### config.mk
export PLATFORM = sky130hd
export DESIGN_NAME = lap_duty_ramp
export DESIGN_NICKNAME = d
export VERILOG_FILES = /design/src/rtl/lap_duty_ramp.sv
export SDC_FILE = /design/constraint.sdc
export NUM_CORES = 2
export LEC_CHECK = 0
export ABC_AREA = 1
export CORE_MARGIN = 10
export CORE_UTILIZATION = 55
export CTS_BUF_LIST = sky130_fd_sc_hd__clkbuf_8
export DETAILED_ROUTE_END_ITERATION = 12
export DONT_BUFFER_PORTS = 1
export PLACE_DENSITY = 0.73
export SLEW_MARGIN = 0
export SYNTH_ARGS = -nofsm -noshare
export SYNTH_HDL_FRONTEND = slang
export SYNTH_SLANG_ARGS = --single-unit
### constraint.sdc
create_clock -name clk -period 8 [get_ports clk]
set_input_delay 2 -clock clk [delete_from_list [all_inputs] [get_ports clk]]
set_output_delay 2 -clock clk [all_outputs]
set_load 0.01 [all_outputs]
### src/rtl/lap_duty_ramp.sv
// Command stage for the locked-anti-phase bridge: maps a signed speed command to a hi_time
// about mid-period, slew-limits it once per PWM period and sequences the bridge enable.
module lap_duty_ramp #(
  parameter int DWID = 32,
  parameter int SWID = 16
) (
  input  logic            clk,
  input  logic            rst,
  input  logic            i_run,
  input  logic [DWID-1:0] i_period,
  input  logic [DWID-1:0] i_step,
  input  logic [SWID-1:0] i_cmd,
  input  logic            i_cmd_valid,
  output logic            o_cmd_ready,
  output logic [DWID-1:0] o_hi_time,
  output logic            o_enable,
  output logic            o_tick,
  output logic            o_at_target
);

  // state    | meaning
  // ST_OFF   | bridge disabled, hi_time parked at center, commands accepted
  // ST_TRACK | bridge enabled, hi_time slews toward commanded target
  // ST_BRAKE | bridge enabled, hi_time slews to center, commands refused
  typedef enum logic [1:0] {
    ST_OFF   = 2'd0,
    ST_TRACK = 2'd1,
    ST_BRAKE = 2'd2
  } state_e;

  localparam int PWID = SWID + DWID + 1;
  localparam int TWID = DWID + 2;
  localparam logic [SWID-1:0] CMD_MIN = {1'b1, {(SWID-1){1'b0}}};

  state_e            state_q, state_d;
  logic [SWID-1:0]   cmd_q, cmd_d;
  logic [DWID-1:0]   tick_cnt_q, tick_cnt_d;
  logic signed [PWID-1:0] prod_q, prod_d;
  logic [DWID-1:0]   target_q, target_d;
  logic [DWID-1:0]   hi_q, hi_d;
  logic              enable_q, enable_d;
  logic              ready_q, ready_d;
  logic              tick_q, tick_d;
  logic              at_tgt_q, at_tgt_d;

  logic [DWID-1:0]        center;
  logic                   tick_now;
  logic                   accept;
  logic signed [SWID-1:0] cmd_sat;
  logic signed [PWID-1:0] cmd_ext;
  logic signed [PWID-1:0] half_ext;
  logic signed [PWID-1:0] prod_sh;
  logic signed [TWID-1:0] tgt_sum;
  logic [DWID-1:0]        tgt_eff;
  logic [DWID:0]          diff;
  logic [DWID:0]          mag;
  logic [DWID-1:0]        slewed;

  // Period tick and command handshake
  always_comb begin
    center     = i_period >> 1;
    tick_now   = (i_period < DWID'(2)) || (tick_cnt_q >= i_period - DWID'(1));
    tick_cnt_d = tick_now ? '0 : tick_cnt_q + DWID'(1);
    tick_d     = tick_now;
    accept     = i_cmd_valid && ready_q;
    cmd_d      = accept ? i_cmd : cmd_q;
  end

  // Target pipeline: symmetric saturation keeps +/- full scale equidistant from center
  always_comb begin
    cmd_sat  = (cmd_q == CMD_MIN) ? $signed(CMD_MIN + SWID'(1)) : $signed(cmd_q);
    cmd_ext  = PWID'(cmd_sat);
    half_ext = $signed({{(PWID-DWID){1'b0}}, center});
    prod_d   = cmd_ext * half_ext;

    prod_sh  = prod_q >>> (SWID-1);
    tgt_sum  = $signed({2'b00, center}) + $signed(prod_sh[TWID-1:0]);
    if (tgt_sum[TWID-1]) begin
      target_d = '0;
    end else if (tgt_sum > $signed({2'b00, i_period})) begin
      target_d = i_period;
    end else begin
      target_d = tgt_sum[DWID-1:0];
    end
  end

  // Slew: difference carried in DWID+1 bits so neither end of the range wraps
  always_comb begin
    tgt_eff = (state_q == ST_BRAKE) ? center : target_q;
    diff    = {1'b0, tgt_eff} - {1'b0, hi_q};
    mag     = diff[DWID] ? -diff : diff;
    if ((i_step == '0) || (mag <= {1'b0, i_step})) begin
      slewed = tgt_eff;
    end else if (diff[DWID]) begin
      slewed = hi_q - i_step;
    end else begin
      slewed = hi_q + i_step;
    end
  end

  // Next-state and registered outputs
  always_comb begin
    state_d = state_q;
    hi_d    = hi_q;
    case (state_q)
      ST_OFF: begin
        hi_d = center;
        if (i_run) state_d = ST_TRACK;
      end
      ST_TRACK: begin
        if (tick_now) hi_d = slewed;
        if (!i_run) state_d = ST_BRAKE;
      end
      ST_BRAKE: begin
        if (tick_now) hi_d = slewed;
        if (i_run) begin
          state_d = ST_TRACK;
        end else if (hi_q == center) begin
          state_d = ST_OFF;
        end
      end
      default: begin
        state_d = ST_OFF;
        hi_d    = center;
      end
    endcase

    enable_d = (state_d != ST_OFF);
    ready_d  = (state_d != ST_BRAKE);
    at_tgt_d = (hi_d == ((state_d == ST_BRAKE) ? center : target_d));
  end

  always_ff @(posedge clk) begin
    if (rst) begin
      state_q    <= ST_OFF;
      cmd_q      <= '0;
      tick_cnt_q <= '0;
      prod_q     <= '0;
      target_q   <= '0;
      hi_q       <= '0;
      enable_q   <= 1'b0;
      ready_q    <= 1'b0;
      tick_q     <= 1'b0;
      at_tgt_q   <= 1'b0;
    end else begin
      state_q    <= state_d;
      cmd_q      <= cmd_d;
      tick_cnt_q <= tick_cnt_d;
      prod_q     <= prod_d;
      target_q   <= target_d;
      hi_q       <= hi_d;
      enable_q   <= enable_d;
      ready_q    <= ready_d;
      tick_q     <= tick_d;
      at_tgt_q   <= at_tgt_d;
    end
  end

  assign o_cmd_ready = ready_q;
  assign o_hi_time   = hi_q;
  assign o_enable    = enable_q;
  assign o_tick      = tick_q;
  assign o_at_target = at_tgt_q;

endmodule
==> reports/results.txt <==
Status: finished, final reports clean
Largest net degree at the start of global routing: 76
Hold_buf cts: 0
Insertion delay to the later sink of the worst-skew pair: 0.57 ns
Clk sinks: 151
DRT Pass-1 Iters: 8
Final slew viol count: 0
Vias in the first global route: 33900
Initial antenna violation count: 3
Die X: 271 µm
Maximum buffer depth of the clock tree: 2
Yosys top cell area share: 23.4%
Total of max-cap violations: 0
Leakage dissipation: 0.0196 µW
Syn Nets: 6133
Most frequent cells in the layout: nand2_1, inv_1, nor2_1
Area of the multi-input gates: 26700 µm²
Seq/Total Area, Yosys: 8.71%
Clock skew: 0.0228 ns
Die area: 73500 µm²
Top Ports: 120
Fmax: 0.134 GHz
YS warnings: 0
Avg WL per Cell: 20.0 µm
CTS Root Cell: clkbuf_8
Most common cell after layout, fill and taps aside: nand2_1
Initial Util: 55.3%
TritonCTS clock tree: built
Max IR drop VDD: 0.000196 V
Total grt overflow: 0
Post-synthesis register bit count: 151
FILL cells: 6243
Sequential cell area: 3020 µm²
Vias/cell: 5.51
Synth cell types: 51
Hold-critical path depth: 2
Synth-to-layout area growth: 5.61%
NumNets Final: 6126
Crit start category: input port
Final core occ: 58.4%
Worst hold path type: flop to flop
Post-DRT Antenna Nets: 0
Cts bufs inserted: 17
Post-Syn Area: 34700 µm²
Dpl cells: 6116
Final hold violation count: 0
Avg Cell Area, Syn: 6.55 µm²
Cell depth of the worst flop-to-flop path: 28
Worst-margin pin slew: 1.09 ns
Slew HR: 27.3%
Core area: 62700 µm²
First-pass GRT wire length: 190000 µm
Crit path time final: 7.46 ns
Post-CTS setup buffers: 0
Port-buffer cells: 0
Pre-CTS setup slack: 0.0156 ns
Cell taking the most area after synthesis: fa_1
Power Dens Cells: 344 nW/µm²
Unrepaired setup endpoints after global routing: no
Non-Filler Instances: 6151
Total wire length: 123000 µm
CTS clk-pin slew, worst paths: 0.12 ns
Worst EP arrival: 7.96 ns
Residual DRC: 0
RePlAce Congestion: 0.976
Hpwl dp: 100000 µm
Fin crit share: 93.3%
Iteration-0 DRC count of the detailed router: 3018
Share of post-route cells with drive strength above 1: 4.49%
Cells after synthesis: 5296
Die Y: 271 µm
Total Power Consumption: 12600 µW
WS Path Type: input port to flop
Total Routing Usage GR: 33.4%
Worst setup EP type: flop
Final setup TNS: 0 ns
# setup viols final: 0
Vias: 33900
Max FO, Critical Path: 23
Rows: 92
Setup WS post-layout: 0.538 ns
WP data required: 8.50 ns
Top post-synthesis cells by area: fa_1, nand2_1, ha_1, inv_1, dfxtp_1
CTS H-tree depth: 4
-- per-layer routing --
layer  track usage (%)  vias up  routed length, µm
met4              20.8        0               8800
met2              54.3     1587              55400
met5                 0        -                  0
met3              6.43      356              11800
met1              40.4    15800              46900
li1                  -    16200                  -
-- critical path, cell delays in order --
cell and delay [ns]:
inv_1 0.07, nand2_1 0.07, fa_1 0.55, inv_1 0.06, fa_1 0.53, fa_1 0.57, inv_1 0.06, fa_1 0.54
fa_1 0.58, inv_1 0.06, fa_1 0.48, ha_1 0.40, nand2_1 0.13, nor2_1 0.13, nand2_1 0.11, nor4_1 0.23
a211oi_1 0.14, buf_4 0.19, o21ai_0 0.36, buf_4 0.20, nand2_1 0.05, nand2_1 0.10, nand2_1 0.06, nand2_1 0.07
o21ai_0 0.07, a21oi_1 0.14
-- sequential cells by signal (all words and copies together), names as in the netlist --
register / cells
prod_q: 33
o_hi_time: 32
target_q: 32
tick_cnt_q: 32
cmd_q: 16
state_q: 2
o_at_target: 1
o_cmd_ready: 1
o_enable: 1
o_tick: 1
-- cell usage after synthesis, drive strengths merged --
cell type	instances
a221oi	3
and3b	1
fa	406
inv	1110
nand2	1428
buf	60
or2	6
clkinv	8
o21ai	187
dlygate4sd1	2
a21o	13
ha	347
a21oi	301
o31ai	4
nand3	245
xor2	128
a21boi	6
and2	4
nand3b	11
clkbuf	127
nor4	24
and3	6
nand4	58
o21bai	11
dfxtp	151
o22ai	2
a31oi	25
nor3b	9
o21a	29
nor2	468
nor3	53
o2111ai	1
o211ai	7
o221ai	4
a211oi	10
xnor2	40
o221a	1
-- power breakdown --
part / switching, µW / internal, µW / total (µW)
combinational: 6970 / 3880 / 10800
clock: 395 / 260 / 656
sequential: 183 / 921 / 1100
-- worst paths after layout --
kind | from | endpoint | slack, ns
setup reg to reg | cmd_q[1] | prod_q[33] | 0.98
hold / removal | tick_cnt_q[31] | tick_cnt_q[31] | 0.48
hold reg to reg | tick_cnt_q[31] | tick_cnt_q[31] | 0.48
setup / recovery | i_period[2] | prod_q[36] | 0.54
-- repair_timing --
item,CTS,global route
gates resized for setup,0,1
endpoints found under the setup margin,0,1
endpoints found under the hold margin,0,0
-- kinds of logic after synthesis --
logic type / synth area share, %
buffers and inverters: 14.3
DFF: 8.71
AOI/OAI and AO/OA: 9.55
and+or+nand+nor: 27.3
xor gates and xnor gates: 4.24
adders and majority gates: 35.9
-- final cells by class --
type	instances	area share (%)
clock buffer	17	0.638
tap	846	2.89
sequential	151	8.25
timing repair buffer	163	3.34
multi-input combinational	3838	73.0
clock inverter	15	0.437
inverter	1118	11.5
antenna	3	0.0205
-- per-stage QoR --
stage	hold WS (ns)	cell area, µm²
6_report	0.481	36600
5_1_grt	0.508	36600
4_1_cts	0.479	36600
3_5_place_dp	0.461	36200
3_3_place_gp	0.454	36200
2_1_floorplan	0.439	34700
Note: power is estimated with default switching activity, not from simulation.
